===== src/rtl/serial_tx_rx.sv =====
`timescale 1ns/1ps
// UART-style link: SerialTx sends start/data(LSB first)/stop frames, SerialRx recovers them.
// Both halves share clk and an asynchronous active-high reset.

module serial_tx_rx #(
  parameter int DATA_BITS    = 8,
  parameter int CLKS_PER_BIT = 8
) (
  input  logic                 clk,
  input  logic                 rst,
  input  logic                 ce,
  input  logic [DATA_BITS-1:0] tx_data,
  output logic                 tx_serial,
  output logic                 tx_busy,
  input  logic                 rx_serial,
  output logic [DATA_BITS-1:0] rx_data,
  output logic                 rx_finish
);

  SerialTx #(
    .DATA_BITS    (DATA_BITS),
    .CLKS_PER_BIT (CLKS_PER_BIT)
  ) u_tx (
    .clk       (clk),
    .rst       (rst),
    .ce        (ce),
    .tx_data   (tx_data),
    .tx_serial (tx_serial),
    .tx_busy   (tx_busy)
  );

  SerialRx #(
    .DATA_BITS    (DATA_BITS),
    .CLKS_PER_BIT (CLKS_PER_BIT)
  ) u_rx (
    .clk       (clk),
    .rst       (rst),
    .rx_serial (rx_serial),
    .rx_data   (rx_data),
    .rx_finish (rx_finish)
  );

endmodule

module SerialTx #(
  parameter int DATA_BITS    = 8,
  parameter int CLKS_PER_BIT = 8
) (
  input  logic                 clk,
  input  logic                 rst,
  input  logic                 ce,
  input  logic [DATA_BITS-1:0] tx_data,
  output logic                 tx_serial,
  output logic                 tx_busy
);

  localparam int CW = (CLKS_PER_BIT > 1) ? $clog2(CLKS_PER_BIT) : 1;
  localparam int BW = (DATA_BITS > 1) ? $clog2(DATA_BITS) : 1;
  localparam logic [CW-1:0] CNT_LAST = CW'(CLKS_PER_BIT - 1);
  localparam logic [BW-1:0] BIT_LAST = BW'(DATA_BITS - 1);

  typedef enum logic [1:0] {IDLE, START, DATA, STOP} tx_state_e;

  tx_state_e            state_q;
  logic [CW-1:0]        cnt_q;
  logic [BW-1:0]        bit_q;
  logic [DATA_BITS-1:0] shift_q;
  logic [DATA_BITS-1:0] shifted;
  logic                 serial_q;
  logic                 busy_q;

  assign shifted = shift_q >> 1;

  // NOTE: every register in a clocked block uses non-blocking assignment so all
  // flops see pre-edge values and simulation order cannot change the result.
  always_ff @(posedge clk or posedge rst) begin
    if (rst) begin
      state_q  <= IDLE;
      cnt_q    <= '0;
      bit_q    <= '0;
      shift_q  <= '0;
      serial_q <= 1'b1;
      busy_q   <= 1'b0;
    end else begin
      case (state_q)
        IDLE: begin
          if (ce) begin
            shift_q  <= tx_data;
            cnt_q    <= '0;
            serial_q <= 1'b0;
            busy_q   <= 1'b1;
            state_q  <= START;
          end
        end
        START: begin
          if (cnt_q == CNT_LAST) begin
            cnt_q    <= '0;
            bit_q    <= '0;
            serial_q <= shift_q[0];
            state_q  <= DATA;
          end else begin
            cnt_q <= cnt_q + 1'b1;
          end
        end
        DATA: begin
          if (cnt_q == CNT_LAST) begin
            cnt_q <= '0;
            if (bit_q == BIT_LAST) begin
              serial_q <= 1'b1;
              state_q  <= STOP;
            end else begin
              bit_q    <= bit_q + 1'b1;
              shift_q  <= shifted;
              serial_q <= shifted[0];
            end
          end else begin
            cnt_q <= cnt_q + 1'b1;
          end
        end
        STOP: begin
          // busy drops on the edge that ends the stop bit; a held ce restarts one cycle later
          if (cnt_q == CNT_LAST) begin
            cnt_q   <= '0;
            busy_q  <= 1'b0;
            state_q <= IDLE;
          end else begin
            cnt_q <= cnt_q + 1'b1;
          end
        end
        default: state_q <= IDLE;
      endcase
    end
  end

  assign tx_serial = serial_q;
  assign tx_busy   = busy_q;

endmodule

module SerialRx #(
  parameter int DATA_BITS    = 8,
  parameter int CLKS_PER_BIT = 8
) (
  input  logic                 clk,
  input  logic                 rst,
  input  logic                 rx_serial,
  output logic [DATA_BITS-1:0] rx_data,
  output logic                 rx_finish
);

  localparam int CW = (CLKS_PER_BIT > 1) ? $clog2(CLKS_PER_BIT) : 1;
  localparam int BW = (DATA_BITS > 1) ? $clog2(DATA_BITS) : 1;
  localparam logic [CW-1:0] CNT_LAST  = CW'(CLKS_PER_BIT - 1);
  localparam logic [CW-1:0] HALF_LAST = CW'(CLKS_PER_BIT / 2 - 1);
  localparam logic [BW-1:0] BIT_LAST  = BW'(DATA_BITS - 1);

  typedef enum logic [2:0] {IDLE, START, DATA, STOP, BREAK} rx_state_e;

  rx_state_e            state_q;
  logic                 sync1_q;
  logic                 sync2_q;
  logic [CW-1:0]        cnt_q;
  logic [BW-1:0]        bit_q;
  logic [DATA_BITS-1:0] shift_q;
  logic [DATA_BITS-1:0] data_q;
  logic                 finish_q;

  always_ff @(posedge clk or posedge rst) begin
    if (rst) begin
      // NOTE: synchroniser flops reset to the idle line level so leaving reset
      // never looks like a falling start edge.
      sync1_q  <= 1'b1;
      sync2_q  <= 1'b1;
      state_q  <= IDLE;
      cnt_q    <= '0;
      bit_q    <= '0;
      shift_q  <= '0;
      data_q   <= '0;
      finish_q <= 1'b0;
    end else begin
      sync1_q  <= rx_serial;
      sync2_q  <= sync1_q;
      finish_q <= 1'b0;
      case (state_q)
        IDLE: begin
          // the detecting cycle already counts toward the half-bit wait
          if (!sync2_q) begin
            cnt_q   <= CW'(1);
            bit_q   <= '0;
            state_q <= START;
          end
        end
        START: begin
          if (cnt_q == HALF_LAST) begin
            cnt_q   <= '0;
            state_q <= sync2_q ? IDLE : DATA;
          end else begin
            cnt_q <= cnt_q + 1'b1;
          end
        end
        DATA: begin
          if (cnt_q == CNT_LAST) begin
            cnt_q   <= '0;
            shift_q <= {sync2_q, shift_q[DATA_BITS-1:1]};
            if (bit_q == BIT_LAST) state_q <= STOP;
            else                   bit_q   <= bit_q + 1'b1;
          end else begin
            cnt_q <= cnt_q + 1'b1;
          end
        end
        STOP: begin
          if (cnt_q == CNT_LAST) begin
            cnt_q <= '0;
            if (sync2_q) begin
              data_q   <= shift_q;
              finish_q <= 1'b1;
              state_q  <= IDLE;
            end else begin
              state_q <= BREAK;
            end
          end else begin
            cnt_q <= cnt_q + 1'b1;
          end
        end
        BREAK: begin
          if (sync2_q) state_q <= IDLE;
        end
        default: state_q <= IDLE;
      endcase
    end
  end

  assign rx_data   = data_q;
  assign rx_finish = finish_q;

endmodule


===== config.mk =====
export PLATFORM = sky130hd
export DESIGN_NAME = serial_tx_rx
export DESIGN_NICKNAME = d
export VERILOG_FILES = /design/src/rtl/serial_tx_rx.sv
export SDC_FILE = /design/constraint.sdc
export NUM_CORES = 1
export LEC_CHECK = 0
export CELL_PAD_IN_SITES_DETAIL_PLACEMENT = 1
export CELL_PAD_IN_SITES_GLOBAL_PLACEMENT = 1
export CORE_MARGIN = 1
export CORE_UTILIZATION = 40
export DETAILED_ROUTE_END_ITERATION = 16
export MAX_ROUTING_LAYER = met4
export PLACE_DENSITY_LB_ADDON = 0.1
export SKIP_LAST_GASP = 1
export SLEW_MARGIN = 0
export SYNTH_ARGS = -nofsm -noshare
export SYNTH_HDL_FRONTEND = slang
export SYNTH_HIERARCHICAL = 1
export SYNTH_SLANG_ARGS = --single-unit

===== constraint.sdc =====
create_clock -name clk -period 4.9 [get_ports clk]
set_input_delay 0.98 -clock clk [delete_from_list [all_inputs] [get_ports clk]]
set_output_delay 0.98 -clock clk [all_outputs]
set_load 0.02 [all_outputs]

## Yosys cells after proc, flatten, opt, wreduce, memory -nomap -nowiden

Cells that the tools add are included.

- Add/subtract/negate cells: 4
- Equal/unequal tests: 25
- Multiplexer cells: 44
- Reductions and logical operators: 20

Operators by type and width:

| cell | number |
|---|---|
| 2-to-1 mux 3 bit | 17 |
| 2-to-1 mux 8 bit | 3 |
| inequality test 2 x 1 -> 1 bit (second input constant) | 9 |
| one-hot mux 3 bit (2 select lines) | 3 |
| one-hot mux 8 bit (2 select lines) | 1 |
| AND reduction 4 bit | 4 |
| == test 3 bit (second input constant) | 5 |
| one-hot mux 3 bit (5 select lines) | 1 |
| adder 3 x 1 -> 3 bit (second input constant) | 4 |
| 2-to-1 mux 2 bit | 6 |
| == test 3 x 2 -> 1 bit (second input constant) | 3 |
| 2-to-1 mux 1 bit | 9 |
| one-hot mux 3 bit (3 select lines) | 1 |
| inequality test 2 bit (second input constant) | 4 |
| one-hot mux 2 bit (4 select lines) | 1 |
| nonzero test 2 bit | 4 |
| AND reduction 3 bit | 2 |
| AND reduction 6 bit | 1 |
| nonzero test 3 bit | 2 |
| AND reduction 5 bit | 1 |
| == test 2 bit (second input constant) | 2 |
| AND reduction 2 bit | 2 |
| == test 3 x 1 -> 1 bit (second input constant) | 1 |
| zero test 3 bit | 1 |
| other kinds (6) | 6 |

- Bits in registers: 46
- Input bits: 12
- Output and inout bits: 11

## Longest topological paths before layout

Gate-level depths: netlist of run 1.

- Depth in word-level cells: 4
- Gate-level depth with buffers: 7
- Mapped depth without buffers: 6

## Hierarchy

Netlist of run 1, hierarchy kept.

By module, submodules not included:

| module | times used | cells each | area each (um2) | sequential area each (um2) |
|---|---|---|---|---|
| SerialRx | 1 | 102 | 1336.3 | 703.2 |
| SerialTx | 1 | 86 | 1043.5 | 451.7 |

## Worst setup path after synthesis of run 1

OpenSTA, ideal clock, no wires.

- Path type: input to register
- Start point: input ce
- End point: register u_tx.shift_q[0]
- Setup time: 0.125 ns
- Arrival: 1.837 ns
- Data required time: 4.775 ns
- Slack: 2.939 ns
- Stages: 4
- Cell sequence: nor2b_4 buf_6 a211oi_4 mux2_2

- Word-level cells in the longest chain between the ends: 2

RTL lines:

| item | RTL line | RTL |
|---|---|---|
| start: declaration | 11 | `input logic ce,` |
| inequality test 2 bit (no line) | - |  |
| AND reduction 4 bit (no line) | - |  |
| end signal: assignment | 88 | `shift_q <= tx_data;` |
| end signal: assignment | 113 | `shift_q <= shifted;` |
| end: declaration | 67 | `logic [DATA_BITS-1:0] shift_q;` |

No other way between the ends.
A chain may end at the register's enable or synchronous reset.

## Worst setup path after layout of run 1

- Start point: register u_tx.serial_q (netlist: u_tx/tx_serial)
- End point: output tx_serial

RTL lines:

| item | RTL line | RTL |
|---|---|---|
| start: declaration | 69 | `logic serial_q;` |
| start signal: assignment | 99 | `serial_q <= shift_q[0];` |
| start signal: assignment | 114 | `serial_q <= shifted[0];` |
| end: declaration | 13 | `output logic tx_serial,` |

No word-level cell between the ends.

==> results of run 1 <==
[registers in the layout (all words and copies together), names as in the netlist, 2 cells and up]
register      cells
u_rx/rx_data      8
u_rx/shift_q      8
u_tx/shift_q      8
u_rx/bit_q        3
u_rx/cnt_q        3
u_rx/state_q      3
u_tx/bit_q        3
u_tx/cnt_q        3
u_tx/state_q      2
[worst register-to-register path: cells and delay by family, from the launching register on]
family,cells,cell delay [ns]
AOI/OAI and AO/OA,1,0.41
buffers and inverters,1,0.12
muxes,1,0.40
and+or+nand+nor,1,0.18
DFF,1,0.43
adders and majority gates,1,0.65
[cell families after synthesis]
group                      count (synthesis)  share of synthesized area [%]
DFF                                       46                           48.5
and+or+nand+nor                           38                           9.99
muxes                                     35                           17.7
AOI/OAI and AO/OA                         34                           11.4
buffers and inverters                     20                           4.68
adders and majority gates                 14                           7.36
xor gates and xnor gates                   1                          0.368
[through the flow]
step	utilization [%]	setup slack (ns)	power, mW	hold WS, ns
2_1_floorplan	-	2.94	1.02	0.345
3_3_place_gp	46.8	2.34	1.10	0.348
3_5_place_dp	46.8	2.29	1.15	0.348
4_1_cts	48.4	2.46	1.40	0.362
5_1_grt	48.4	2.44	1.50	0.367
6_report	48.4	2.48	1.39	0.361
[placed cells by master (no fill, tap or decap), types with 3 or more instances in the layout]
master / count
sky130_fd_sc_hd__dfstp_2: 3
sky130_fd_sc_hd__o211ai_1: 3
sky130_fd_sc_hd__nor2_1: 4
sky130_fd_sc_hd__clkdlybuf4s50_1: 22
sky130_fd_sc_hd__a21oi_1: 3
sky130_fd_sc_hd__nand3_1: 3
sky130_fd_sc_hd__o21ai_0: 8
sky130_fd_sc_hd__inv_1: 12
sky130_fd_sc_hd__a22o_1: 4
sky130_fd_sc_hd__dfrtp_1: 43
sky130_fd_sc_hd__clkbuf_8: 5
sky130_fd_sc_hd__nor2b_1: 6
sky130_fd_sc_hd__nand2_1: 7
sky130_fd_sc_hd__mux2_4: 8
sky130_fd_sc_hd__mux2_2: 25
sky130_fd_sc_hd__ha_1: 14
[power breakdown]
group | internal, mW | switching [mW] | total, mW
Combinational | 0.296 | 0.257 | 0.553
Clock | 0.102 | 0.142 | 0.244
Sequential | 0.485 | 0.103 | 0.588
Total | 0.883 | 0.502 | 1.39
[how the worst max path moves through the flow]
stage / startpoint / end / slack [ns] / depth (start not counted)
floorplan: ce / u_tx/shift_q[0] / 2.94 / 4
global placement: ce / u_tx/shift_q[6] / 2.34 / 4
detailed placement: ce / u_tx/shift_q[4] / 2.29 / 4
CTS: u_tx/tx_serial / tx_serial / 2.46 / 1
global route: u_tx/tx_serial / tx_serial / 2.44 / 1
finish: u_tx/tx_serial / tx_serial / 2.48 / 1
[area by class of cell]
class,instances,share of cell area (%)
Sequential cell,46,42.5
Multi-Input combinational cell,122,41.0
Timing Repair Buffer,22,8.11
Tap cell,72,3.32
Clock buffer,5,2.53
Inverter,12,1.66
Clock inverter,3,0.875
[metal layers]
metal,up-vias,global-route usage [%],share of wire [%]
met5,-,-,0
met4,0,5.45,1.3
met1,750,20.5,46
met2,17,28.3,50
met3,6,4.02,2.8
li1,714,-,-
==> qor.tcl, run 1 <==
set qor(result_of_the_run) {finished, final reports clean}
set qor(die_width_um) 79.1
set qor(detailroute.via_count) 1487
set qor(std_cell_rows) 27
set qor(cell_variety_after_synth) 46
set qor(number_of_flops_mapped_to_enable_cells_by_yosys) 0
set qor(clkSlewWorstSetupHoldPaths_ns) 0.09
set qor(synthFlopType) {sky130_fd_sc_hd__dfrtp_1}
set qor(syn-num-nets) 214
set qor(grt_remaining_overflow) 0
set qor(critical_path.startpoint_type) {flip-flop}
set qor(nFillCells) 610
set qor(worst_ep_arrival_time_ns) 1.44
set qor(hold_buffer_count_at_cts) 0
set qor(hold_end) {u_rx/sync2_q}
set qor(worstReg2RegStart) {u_tx/state_q[0]}
set qor(timing.max_slew.rel_slack_pct) 28.2
set qor(first_global_vias) 1651
set qor(timing.final.crit_share_pct) 49.5
set qor(rrSetupSlack_ns) 2.61
set qor(cts_inserted_buffers) 5
set qor(routed_wire_length_per_instance_um) 16.2
set qor(multi_input_comb_area_um2) 1110
set qor(synth_area_leaders) {sky130_fd_sc_hd__dfrtp_1 (45%), sky130_fd_sc_hd__mux2_2 (12%), sky130_fd_sc_hd__ha_1 (7.4%)}
set qor(post_detailed_route_count_of_antenna_violating_nets) 0
set qor(number_of_instances_on_the_worst_hold_path) 0
set qor(cts_resized) 0
set qor(p_per_area_nw_per_um2) 510
set qor(worstRegToRegCells) 5
set qor(worst_min_delay_path_category) {reg2reg}
set qor(post_route_cells_drive_above_1_share_pct) 26.2
set qor(areaGrowthSynthToFinish_pct) 14.1
set qor(final_antenna_diode_count) 0
set qor(ys.warnings.count) 6
set qor(synth_top_cells_by_count) {sky130_fd_sc_hd__dfrtp_1 (43), sky130_fd_sc_hd__mux2_2 (25), sky130_fd_sc_hd__ha_1 (14)}
set qor(drt-initial-drc-count) 38
set qor(place.gp.congestion) 0.721
set qor(regArea_um2) 1150
set qor(boundaryPins) 23
set qor(final-max-slew-violation-count) 0
set qor(crit-reg2reg-capture) {u_tx/shift_q[4]}
set qor(setup_violations) 0
set qor(slowest_delay_ns) 0.61
set qor(finalCriticalPeriod_ns) 2.42
set qor(timing.clock.skew_ns) 0.00602
set qor(yosysMostFrequentCell) {sky130_fd_sc_hd__dfrtp_1}
set qor(final_cells) 282
set qor(power.leakage_nw) 1.22
set qor(cap_viol_max_count) 0
set qor(netlist_instances) 188
set qor(nets) 235
set qor(share_of_the_synthesized_area_in_the_top_cell_type_pct) 45.2
set qor(fin_tns_setup_ns) 0
set qor(floorplan.initialDensity_pct) 42.4
set qor(syn_area_um2) 2380
set qor(ctsLongestPathBuffers) 2
set qor(cts_tree) {built}
set qor(clock-sinks) 46
set qor(dpl_cell_area_um2) 2620
set qor(critical_path_fanout_max) 2
set qor(ctsRootBufferMaster) {sky130_fd_sc_hd__clkbuf_8}
set qor(synth-async-reset-ratio_pct) 100
set qor(core_area_um2) 5610
set qor(timing.critical_path.max_delay_family) {buffers and inverters}
set qor(die_area_um2) 6260
set qor(h-tree-depth) 2
set qor(hpwl_um) 3290
set qor(die_h_um) 79.1
set qor(vias_per_cell) 5.27
set qor(synth-seq-area-share_pct) 48.5
set qor(number_of_antenna_violations_at_the_first_check_in_global_routing) 0
set qor(pin_count_of_the_biggest_net_entering_global_routing) 29
set qor(worst_pin_slew_ns) 1.08
set qor(placedCellCount) 274
set qor(critical_path_required_ns) 3.92
set qor(placement.io_buffers) 22
set qor(end_kind) {primary output}
set qor(firstDrtPassIters) 4
set qor(cell_accounting_for_the_most_synthesized_area) {sky130_fd_sc_hd__dfrtp_1}
set qor(drt_drc_violations_left) 0
set qor(peak_ir_drop_on_the_vdd_network_mv) 0.222
set qor(final_hold_viol_count) 0
set qor(track_usage_pct) 17.1
set qor(worstHoldStart) {u_rx/sync1_q}
set qor(type_of_the_setup_path_with_the_least_slack) {reg2out}
set qor(critPathBufInv) 1
set qor(post-route-cell-area_um2) 2720
set qor(postCtsSetupBuffers) 0
set qor(worstSkewPairLatency_ns) 0.30
set qor(grt_pass1_wl_um) 7960
set qor(rsz0062_at_grt) {no}
set qor(synth_seq_cells) 46
set qor(fmaxAchievable_ghz) 0.412
set qor(syn_area_per_cell_um2) 12.7
set qor(routed_wl_um) 4560
set qor(timing.critical_path.cells) {clkdlybuf4s50_1}
set qor(cp_max_delay_cell) {sky130_fd_sc_hd__clkdlybuf4s50_1}
No activity file was read; power rests on OpenSTA's default activity.
==> run 2, diff against run 1 <==
Clock period 4.9 ns to 2.5 ns, I/O delays scaled along.
==> qor.tcl, run 2 (synthesis results as in run 1) <==
set qor(number_of_instances_on_the_worst_hold_path) 0 ;# unchanged
set qor(hold_end) {u_rx/sync2_q}
set qor(cp_max_delay_cell) {sky130_fd_sc_hd__a211oi_4}
set qor(nets) 237 ;# +0.85%
set qor(rrSetupSlack_ns) 0.39 ;# -2.22 ns
set qor(drt_drc_violations_left) 0 ;# unchanged
set qor(cts_resized) 0 ;# unchanged
set qor(hold_buffer_count_at_cts) 0 ;# unchanged
set qor(detailroute.via_count) 1502 ;# +1.0%
set qor(vias_per_cell) 5.29 ;# +0.30%
set qor(dpl_worst_slack_ns) 0.346 ;# -1.94 ns
set qor(firstDrtPassIters) 4 ;# unchanged
set qor(worst_ep_arrival_time_ns) 2.30 ;# +0.86 ns
set qor(die_h_um) 79.1 ;# unchanged
set qor(fmaxAchievable_ghz) 0.474
set qor(timing.clock.skew_ns) 0.00725 ;# +0.00123 ns
set qor(slowest_delay_ns) 0.46 ;# -0.15 ns
set qor(worst_min_delay_path_category) {reg2reg}
set qor(worst_pin_slew_ns) 0.725 ;# -0.350 ns
set qor(placement.io_buffers) 22 ;# unchanged
set qor(number_of_antenna_violations_at_the_first_check_in_global_routing) 0 ;# unchanged
set qor(die_area_um2) 6260 ;# unchanged
set qor(areaGrowthSynthToFinish_pct) 14.8
set qor(grt_pass1_wl_um) 7820 ;# -1.6%
set qor(critical_path.startpoint_type) {flip-flop}
set qor(routed_wl_um) 4510 ;# -1.0%
set qor(groute.layer.met1.usage_pct) 20.4 ;# -0.16 points
set qor(routed_wire_length_per_instance_um) 15.9 ;# -1.7%
set qor(clock-sinks) 46 ;# unchanged
set qor(final_common_cell) {sky130_fd_sc_hd__dfrtp_1}
set qor(rsz0062_at_grt) {no}
set qor(result_of_the_run) {finished, final reports clean}
set qor(critical_path_required_ns) 2.69 ;# -1.23 ns
set qor(h-tree-depth) 2 ;# unchanged
set qor(peak_ir_drop_on_the_vdd_network_mv) 0.417 ;# +88%
set qor(track_usage_pct) 16.6 ;# -0.51 points
set qor(setup_violations) 0 ;# unchanged
set qor(first_global_vias) 1611 ;# -2.4%
set qor(postCtsSetupBuffers) 0 ;# unchanged
set qor(timing.critical_path.cells) {ha_1, ha_1, nand2b_2, a211oi_4, mux2_2}
set qor(finalCriticalPeriod_ns) 2.11
set qor(hpwl_um) 3230 ;# -1.7%
set qor(place.gp.congestion) 0.731 ;# +1.5%
set qor(mostFrequentLayoutCells) {sky130_fd_sc_hd__dfrtp_1 (43), sky130_fd_sc_hd__mux2_2 (25), sky130_fd_sc_hd__clkdlybuf4s50_1 (22)}
set qor(timing.max_slew.rel_slack_pct) 51.6 ;# +23 points
set qor(cts_tree) {built}
set qor(utilization_pct) 48.7 ;# +0.29 points
set qor(power.leakage_nw) 1.23 ;# +1.1%
set qor(crit-reg2reg-capture) {u_tx/shift_q[6]}
set qor(setup_ws_ns) 0.390 ;# -2.09 ns
set qor(drt-initial-drc-count) 41 ;# +7.9%
set qor(core_area_um2) 5610 ;# unchanged
set qor(p_per_area_nw_per_um2) 996 ;# +95%
set qor(timing.critical_path.mode_cell) {sky130_fd_sc_hd__ha_1}
set qor(busiest_layer) {met2}
set qor(grt_remaining_overflow) 0 ;# unchanged
set qor(pin_count_of_the_biggest_net_entering_global_routing) 29 ;# unchanged
set qor(nFillCells) 613 ;# +0.49%
set qor(clkSlewWorstSetupHoldPaths_ns) 0.10 ;# about the same
set qor(final_hold_viol_count) 0 ;# unchanged
set qor(std_cell_rows) 27 ;# unchanged
set qor(boundaryPins) 23 ;# unchanged
set qor(final_antenna_diode_count) 0 ;# unchanged
set qor(fin_tns_setup_ns) 0 ;# unchanged
set qor(end_kind) {flip-flop}
set qor(post_detailed_route_count_of_antenna_violating_nets) 0 ;# unchanged
set qor(worstSkewPairLatency_ns) 0.30 ;# about the same
set qor(floorplan.initialDensity_pct) 42.4 ;# unchanged
set qor(worstHoldStart) {u_rx/sync1_q}
set qor(die_width_um) 79.1 ;# unchanged
set qor(grtUsageMet2_pct) 27.2 ;# -1.1 points
set qor(cap_viol_max_count) 0 ;# unchanged
set qor(ctsLongestPathBuffers) 2 ;# unchanged
set qor(type_of_the_setup_path_with_the_least_slack) {reg2reg}
set qor(worstReg2RegStart) {u_tx/bit_q[0]}
set qor(final-max-slew-violation-count) 0 ;# unchanged
set qor(cts_inserted_buffers) 5 ;# unchanged
set qor(timing.final.crit_share_pct) 84.4
set qor(grt.met3_usage_pct) 3.22 ;# -0.80 points
set qor(ctsRootBufferMaster) {sky130_fd_sc_hd__clkbuf_8}
set qor(post_route_cells_drive_above_1_share_pct) 26.9 ;# +0.70 points
set qor(critical_path_fanout_max) 8 ;# +6
set qor(worstRegToRegCells) 5 ;# unchanged
==> run 2: worst max-delay path, delay by kind of cell, from the launching register on <==
kind	cells	cell delay, ns
AO/OA/AOI/OAI	1	0.46
adder cells (fa/ha/maj)	2	0.47
flip-flops	1	0.42
multiplexers	1	0.40
AND/OR/NAND/NOR	1	0.24
==> run 2: layout make-up <==
class                           count  area (um2)  share of cell area [%]
Timing Repair Buffer               24         235                    8.61
Multi-Input combinational cell    122        1110                    40.8
Sequential cell                    46        1150                    42.3
Inverter                           12        45.0                    1.65
Clock inverter                      3        25.0                   0.916
Clock buffer                        5        68.8                    2.52
Tap cell                           72        90.1                    3.30
==> run 2: worst max path at each step <==
stage	startpoint	to	slack, ns	cells after the start
2_1_floorplan	u_tx/bit_q[0]	u_tx/shift_q[0]	0.61	5
3_3_place_gp	ce	u_tx/shift_q[6]	0.40	4
3_5_place_dp	ce	u_tx/shift_q[5]	0.35	4
4_1_cts	u_tx/bit_q[0]	u_tx/shift_q[5]	0.36	5
5_1_grt	u_tx/state_q[0]	u_tx/shift_q[6]	0.27	5
6_report	u_tx/bit_q[0]	u_tx/shift_q[6]	0.39	5
==> run 2: power by group <==
| part | leakage, nW | internal (mW) | total [mW] | switching [mW] |
|---|---|---|---|---|
| Combinational | 0.603 | 0.589 | 1.10 | 0.507 |
| Clock | 0.0447 | 0.202 | 0.481 | 0.279 |
| Sequential | 0.584 | 0.950 | 1.14 | 0.194 |
==> run 2: per-layer routing <==
metal / routed length, um / share of wire [%] / vias to the layer above
met3: 112 / 2.5 / 7
met4: 63 / 1.4 / 0
met1: 2140 / 47 / 755
met5: 0 / 0 / -
met2: 2200 / 49 / 15
li1: - / - / 725
==> run 2: per-stage QoR <==
stage	instance area [um2]	power (mW)	cells	hold slack (ns)
after floorplan	2380	2.00	188	0.345
after global placement	2640	2.18	276	0.348
after detailed placement	2640	2.27	276	0.349
after CTS	2730	2.77	284	0.360
after global routing	2730	2.94	284	0.365
final	2730	2.72	284	0.364
==> run 3, diff against run 2 <==
Clock period 2.5 ns to 2.2 ns, I/O delays scaled along.
==> qor.tcl, run 3 (synthesis results as in run 1) <==
set qor(std_cell_rows) 27 ;# unchanged
set qor(cts_tree) {built}
set qor(h-tree-depth) 2 ;# unchanged
set qor(timing.final.crit_share_pct) 90.5 ;# +6.1 points
set qor(vias_per_cell) 5.26 ;# -0.54%
set qor(routed_wl_um) 4700 ;# +4.1%
set qor(slowest_delay_ns) 0.46 ;# about the same
set qor(timing.critical_path.cells) {ha_1, ha_1, nand2b_2, a211oi_4, mux2_2}
set qor(ctsRootBufferMaster) {sky130_fd_sc_hd__clkbuf_8}
set qor(finalCriticalPeriod_ns) 1.99 ;# -0.118 ns
set qor(drt-initial-drc-count) 96 ;# +130%
set qor(routed_wire_length_per_instance_um) 16.3 ;# +2.7%
set qor(critical_path_fanout_max) 8 ;# unchanged
set qor(result_of_the_run) {finished, final reports clean}
set qor(place.gp.congestion) 0.733 ;# +0.23%
set qor(critical_path_depth) 5 ;# unchanged
set qor(postCtsSetupBuffers) 0 ;# unchanged
set qor(hold_buffer_count_at_cts) 0 ;# unchanged
set qor(timing.critical_path.mode_cell) {sky130_fd_sc_hd__ha_1}
set qor(worst_ep_arrival_time_ns) 2.18 ;# -0.12 ns
set qor(worstRegToRegCells) 5 ;# unchanged
set qor(timing.hold.ws_ns) 0.362 ;# -0.00224 ns
set qor(floorplan.initialDensity_pct) 42.4 ;# unchanged
set qor(number_of_antenna_violations_at_the_first_check_in_global_routing) 0 ;# unchanged
set qor(fin_tns_setup_ns) 0 ;# unchanged
set qor(final_common_cell) {sky130_fd_sc_hd__dfrtp_1}
set qor(type_of_the_setup_path_with_the_least_slack) {reg2reg}
set qor(die_area_um2) 6260 ;# unchanged
set qor(die_width_um) 79.1 ;# unchanged
set qor(critical_path_required_ns) 2.39 ;# -0.30 ns
set qor(detailroute.via_count) 1515 ;# +0.87%
set qor(pin_count_of_the_biggest_net_entering_global_routing) 29 ;# unchanged
set qor(timing.critical_path.max_delay_family) {compound AO/OA/AOI/OAI gates}
set qor(nets) 241 ;# +1.7%
set qor(fmaxAchievable_ghz) 0.502 ;# +5.9%
set qor(peak_ir_drop_on_the_vdd_network_mv) 0.410 ;# -1.7%
set qor(p_per_area_nw_per_um2) 1130 ;# +13%
set qor(number_of_instances_on_the_worst_hold_path) 0 ;# unchanged
set qor(die_h_um) 79.1 ;# unchanged
set qor(hold_end) {u_rx/sync2_q}
set qor(first_global_vias) 1684 ;# +4.5%
set qor(worst_min_delay_path_category) {reg2reg}
set qor(cp_max_delay_cell) {sky130_fd_sc_hd__a211oi_4}
set qor(final_antenna_diode_count) 0 ;# unchanged
set qor(clkSlewWorstSetupHoldPaths_ns) 0.08 ;# -0.02 ns
set qor(end_kind) {flip-flop}
set qor(power.leakage_nw) 1.25 ;# +1.6%
set qor(timing.clock.skew_ns) 0.00880 ;# +0.00155 ns
set qor(rrSetupSlack_ns) 0.21 ;# -0.18 ns
set qor(placement.io_buffers) 22 ;# unchanged
set qor(worstSkewPairLatency_ns) 0.30 ;# about the same
set qor(worst_pin_slew_ns) 0.489 ;# -0.236 ns
set qor(critPathBufInv) 0 ;# unchanged
set qor(firstDrtPassIters) 4 ;# unchanged
set qor(worstHoldStart) {u_rx/sync1_q}
set qor(rsz0062_at_grt) {no}
set qor(ctsLongestPathBuffers) 2 ;# unchanged
set qor(post_route_cells_drive_above_1_share_pct) 28.7 ;# +1.8 points
set qor(critical_path.startpoint_type) {flip-flop}
set qor(cts_inserted_buffers) 5 ;# unchanged
set qor(crit-reg2reg-capture) {u_tx/shift_q[6]}
set qor(timing.max_slew.rel_slack_pct) 67.3 ;# +16 points
set qor(core_area_um2) 5610 ;# unchanged
set qor(cap_viol_max_count) 0 ;# unchanged
set qor(grt_pass1_wl_um) 8340 ;# +6.5%
set qor(final-max-slew-violation-count) 0 ;# unchanged
set qor(drt_drc_violations_left) 0 ;# unchanged
set qor(grt_remaining_overflow) 0 ;# unchanged
set qor(worstReg2RegStart) {u_tx/bit_q[0]}
set qor(setup_violations) 0 ;# unchanged
set qor(final_hold_viol_count) 0 ;# unchanged
set qor(hpwl_um) 3410 ;# +5.6%
set qor(total_power_mw) 3.12 ;# +15%
set qor(post_detailed_route_count_of_antenna_violating_nets) 0 ;# unchanged
set qor(areaGrowthSynthToFinish_pct) 16.2
set qor(cts_resized) 0 ;# unchanged
set qor(clock-sinks) 46 ;# unchanged
set qor(mostFrequentLayoutCells) {sky130_fd_sc_hd__dfrtp_1 (43), sky130_fd_sc_hd__mux2_2 (25), sky130_fd_sc_hd__clkdlybuf4s50_1 (22)}
set qor(track_usage_pct) 17.8 ;# +1.3 points
set qor(boundaryPins) 23 ;# unchanged
-- run 3: changes by cell type in the layout (fill, tap and decap cells not counted), sizes merged --
cell,before,now
buf,2,6
-- run 3: area by class of cell --
| type | count | area [um2] |
|---|---|---|
| Clock buffer | 5 | 68.8 |
| Clock inverter | 3 | 25.0 |
| Fill cell | 605 | 2840 |
| Inverter | 12 | 45.0 |
| Multi-Input combinational cell | 122 | 1120 |
| Sequential cell | 46 | 1150 |
| Tap cell | 72 | 90.1 |
| Timing Repair Buffer | 28 | 265 |
-- run 3: worst register-to-register path, cell delays in order (launching register included) --
cell and delay [ns]:
sky130_fd_sc_hd__dfrtp_1 0.41, sky130_fd_sc_hd__ha_1 0.21, sky130_fd_sc_hd__ha_1 0.20, sky130_fd_sc_hd__nand2b_2 0.21
sky130_fd_sc_hd__a211oi_4 0.46, sky130_fd_sc_hd__mux2_2 0.39
-- run 3: how the worst max path moves through the flow --
stage	startpoint	endpoint	slack, ns
final	u_tx/bit_q[0]	u_tx/shift_q[6]	0.21
after global placement	ce	u_tx/shift_q[6]	0.17
after floorplan	u_tx/bit_q[0]	u_tx/shift_q[0]	0.31
after CTS	u_tx/state_q[0]	u_tx/shift_q[6]	0.15
after global routing	u_tx/cnt_q[0]	u_tx/shift_q[6]	0.03
after detailed placement	ce	u_tx/shift_q[6]	0.12
-- run 3: routing by layer --
| layer | global-route usage, % | wire length (um) |
|---|---|---|
| met5 | - | 0 |
| met4 | 6.00 | 75 |
| met3 | 3.45 | 106 |
| met2 | 28.6 | 2290 |
| met1 | 22.6 | 2220 |
-- run 3: metrics by stage --
| stage | cell area, um2 | setup slack [ns] | utilization (%) | std cells |
|---|---|---|---|---|
| floorplan | 2380 | 0.310 | - | 188 |
| global route | 2770 | 0.0297 | 49.3 | 288 |
| finish | 2770 | 0.208 | 49.3 | 288 |
| detailed placement | 2670 | 0.122 | 47.6 | 280 |
| CTS | 2760 | 0.149 | 49.3 | 288 |
| global placement | 2670 | 0.166 | 47.6 | 280 |
-- run 3: power by group --
| group | switching [mW] | internal [mW] | total (mW) |
|---|---|---|---|
| combinational | 0.596 | 0.686 | 1.28 |
| sequential | 0.222 | 1.08 | 1.30 |
| clock | 0.307 | 0.230 | 0.536 |
==> RTL edit 1, RTL diff (config.mk and constraints of run 1) <==
`CLKS_PER_BIT` is set to 8 in 3 places; all go to 16.
--- a/src/rtl/serial_tx_rx.sv
+++ b/src/rtl/serial_tx_rx.sv
@@ -4,7 +4,7 @@
 
 module serial_tx_rx #(
   parameter int DATA_BITS    = 8,
-  parameter int CLKS_PER_BIT = 8
+  parameter int CLKS_PER_BIT = 16
 ) (
   input  logic                 clk,
   input  logic                 rst,
@@ -44,7 +44,7 @@
 
 module SerialTx #(
   parameter int DATA_BITS    = 8,
-  parameter int CLKS_PER_BIT = 8
+  parameter int CLKS_PER_BIT = 16
 ) (
   input  logic                 clk,
   input  logic                 rst,
@@ -139,7 +139,7 @@
 
 module SerialRx #(
   parameter int DATA_BITS    = 8,
-  parameter int CLKS_PER_BIT = 8
+  parameter int CLKS_PER_BIT = 16
 ) (
   input  logic                 clk,
   input  logic                 rst,
Check against the original RTL: not equivalent (Yosys sat finds a counterexample within 10 cycles, from zero or initial values and one cycle with rst high).
==> RTL edit 1 against run 1 <==
- cell area is 1.6% higher
- count of clock-buffer cells in the layout is 1 higher
- worst setup slack worse by 0.039 ns
- non-clock buffer count stayed put
- clock skew is 0.0013 ns higher
- register-to-register slack worse by 0.17 ns
- global-route usage is 0.95 points higher
- core utilization is 0.76 points higher
- die area stayed put
- synthesized area stayed put
- sequential cell count is 2 higher
- wire length is 9.6% higher
- critical path type is now reg -> reg
- highest routed layer unchanged
Power is not compared: it rests on default switching activity, and its combinational part moved more than twofold at a synthesized area within 25%.
==> RTL edit 1: results <==
[detailed_routing]
met1_length_microns = 2043
wl_met2_microns = 2760
routed-via-count = 1725
met3WireLength_microns = 100

[critical_path]
cp_slowest_cell = "ha_1"
crit_fanout = 25
path_class = "reg -> reg"
worstPathArrival_ns = 2.61
critical_path.max_stage_delay_ns = 0.75

[final_layout]
seq_area_frac = 0.4367
fin_nets = 258
multi_input_area_sq_mm = 0.001094
buf_share = 0.07982
utilization = 0.4920
comb.multi_input.count = 144

[global_route]
grt_use_total = 0.1802
grt_pass1_wl_microns = 8535
grt_max_degree = 30
gr-usage-met2 = 0.3259
gr-usage-met3 = 0.02759

[timing]
clock_skew_ns = 0.007315
relSlewSlack = 0.2848
fin_crit_sh = 0.5027

[run_status]
status = "complete, no violations"

[logic_synthesis]
synth_mux_area_frac = 0.09832
synth_compound_area_frac = 0.1525
synth.area.top_cells = "dfrtp_1, mux2_2, ha_1, dfstp_2, a2bb2oi_1"
synth_nets = 235

[placement]
dp_hpwl_microns = 3815
RTL edit 1: worst reg2reg max path, delay by kind of cell (launching register included):
family                     cells  cell delay, ns
adders and majority gates      1            0.75
muxes                          1            0.34
buffers and inverters          1            0.12
AOI/OAI and AO/OA              2            0.69
DFF                            1            0.42
RTL edit 1: stage by stage:
step	instances	total power, mW	worst slack, ns	hold WS (ns)
after floorplan	212	0.5966	3.064	0.3452
after global placement	300	0.6265	2.377	0.3484
after detailed placement	300	0.6412	2.290	0.3511
after CTS	308	0.8963	2.410	0.3655
after global routing	308	0.9334	2.229	0.3698
final	308	0.8767	2.437	0.3627
RTL edit 1: path summary, 6_finish.rpt:
| check | to | slack (ns) | depth (start not counted) |
|---|---|---|---|
| max | u_tx/shift_q[7] | 2.44 | 5 |
| min | u_rx/sync2_q | 0.36 | 0 |
| max reg2reg | u_tx/shift_q[7] | 2.44 | 5 |
| min reg2reg | u_rx/sync2_q | 0.36 | 0 |
| max in group asynchronous | u_rx/shift_q[0] | 2.97 | 2 |
| min in group asynchronous | u_tx/shift_q[1] | 1.14 | 2 |
RTL edit 1: power groups by stage:
| stage | Sequential, mW | Clock [mW] | Combinational, mW |
|---|---|---|---|
| final | 0.469 | 0.246 | 0.162 |
| after global routing | 0.475 | 0.273 | 0.185 |
| after floorplan | 0.460 | 0 | 0.136 |
| after global placement | 0.474 | 0 | 0.153 |
| after CTS | 0.469 | 0.262 | 0.165 |
| after detailed placement | 0.477 | 0 | 0.164 |
RTL edit 1: cell families after synthesis:
logic type	Yosys count
XOR/XNOR	1
AO/OA/AOI/OAI	51
flip-flops	48
multiplexers	21
buffers and inverters	20
AND/OR/NAND/NOR	60
adder cells (fa/ha/maj)	11
==> RTL edit 2, RTL diff (config.mk and constraints of run 1) <==
Made on the original files. Put a register stage on the output `rx_data`. The value now appears one clock later. The other outputs are not delayed to match.
--- a/src/rtl/serial_tx_rx.sv
+++ b/src/rtl/serial_tx_rx.sv
@@ -17,6 +17,8 @@
   output logic                 rx_finish
 );
 
+  logic [DATA_BITS-1:0] rx_data_d;
+
   SerialTx #(
     .DATA_BITS    (DATA_BITS),
     .CLKS_PER_BIT (CLKS_PER_BIT)
@@ -36,9 +38,13 @@
     .clk       (clk),
     .rst       (rst),
     .rx_serial (rx_serial),
-    .rx_data   (rx_data),
+    .rx_data   (rx_data_d),
     .rx_finish (rx_finish)
   );
+
+  always_ff @(posedge clk) begin
+      rx_data <= rx_data_d;
+  end
 
 endmodule
 
Behaviour: no difference found for any inputs over 10 cycles, from zero or initial values and one cycle with rst high; that may be too few to reach the edited logic, so the function may still have changed.
==> RTL edit 2 against run 1 <==
- hold slack better by 0.0025 ns
- cell area grew 6.2%
- maximum frequency rose by 0.28%
- sequential cell count grew 8
- synthesized cell count grew 4.3%
- critical path depth unchanged
- worst setup slack gained 0.0067 ns
- synthesized area grew 6.7%
- wire length rose by 4.7%
- power increased by 6.9%
- critical path type unchanged
==> RTL edit 2: results <==
[run_status]
status = "complete, no violations"

[power_and_ir_drop]
p_leak_nw = 1.292
ir_drop_uv = 195.3

[logic_synthesis]
async_flop_share = 0.8519
ys_seq_area_frac = 0.5177
synth-main-ff-cell = "dfrtp_1"
synth.distinct_cells = 47
synth_nets = 222
synth.area.top_cells = "dfrtp_1, mux2_2, ha_1, dfxtp_1, mux2_4"

[critical_path]
critPathTopFamily = "buffers and inverters"
critical_path.max_stage_delay_ns = 0.59
cp_slowest_cell = "clkdlybuf4s50_1"
worstPathArrival_ns = 1.44

[final_layout]
drive_gt1_frac = 0.2523
diodes = 0
fillers = 649
fin_nets = 243

[timing]
clock_skew_ns = 0.01478
relSlewSlack = 0.2970

[detailed_routing]
wl_microns = 4771
drt_iter0_drc = 53
dr.pass1.iters = 2
viasPerCell = 5.249

[global_route]
grt_use_total = 0.1665
first_global_vias = 1653
grt_max_degree = 29
grt_pass1_wl_microns = 8093

[placement]
gp_congestion = 0.7240
dp_hpwl_microns = 3424

[clock_tree]
cts_buffers = 5
path_clk_slew_ns = 0.11
cts_buffer_depth = 2
[RTL edit 2: logic make-up (layout without fill, tap and decap cells)]
| family | count (synthesis) | after routing | synth area share |
|---|---|---|---|
| xor+xnor | 1 | 1 | 0.003449 |
| flops | 54 | 54 | 0.5177 |
| buf+inv | 20 | 42 | 0.04384 |
| fa+ha+maj | 14 | 14 | 0.06897 |
| mux | 35 | 35 | 0.1660 |
| compound gates | 34 | 34 | 0.1064 |
| simple gates | 38 | 38 | 0.09360 |
[RTL edit 2: layer usage]
layer | part of all wire | GRT usage
met1 | 0.44 | 0.1929
met4 | 0.0078 | 0.04737
met3 | 0.026 | 0.03333
met5 | 0 | -
met2 | 0.52 | 0.2917
[RTL edit 2: layout make-up]
type	instances	area, sq um	area share
inverters	12	45.04	0.01561
repair buffers	22	220.2	0.07632
flip-flops and latches	54	1315	0.4558
well taps	75	93.84	0.03252
clock inverters	3	28.78	0.009974
clock buffers	5	68.82	0.02385
multi-input cells	122	1114	0.3860
[RTL edit 2: through the flow]
step           setup WS [ns]  hold slack (ns)  area (sq um)  instances  utilization
2_1_floorplan          2.939           0.3452          2540        196            -
3_5_place_dp           2.280           0.3481          2788        285       0.4626
6_report               2.482           0.3637          2885        293       0.4788
5_1_grt                2.425           0.3694          2885        293       0.4788
3_3_place_gp           2.348           0.3464          2788        285       0.4626
4_1_cts                2.463           0.3646          2885        293       0.4788
[RTL edit 2: power by group]
group          leakage [nW]  internal [mW]  switching [mW]  total [mW]
Clock                0.0502          0.106           0.161       0.267
Combinational         0.593          0.296           0.261       0.557
Sequential            0.649          0.552           0.105       0.657
[RTL edit 2: final timing paths]
check / start / end / slack, ns / cells after the start
min: u_rx/sync1_q / u_rx/sync2_q / 0.36 / 0
max: u_tx/tx_serial / tx_serial / 2.48 / 1
max in group asynchronous: rst / u_rx/bit_q[2] / 3.00 / 2
max reg2reg: u_tx/state_q[0] / u_tx/shift_q[6] / 2.61 / 5
min in group asynchronous: rst / u_tx/state_q[1] / 1.10 / 2
min reg2reg: u_rx/sync1_q / u_rx/sync2_q / 0.36 / 0
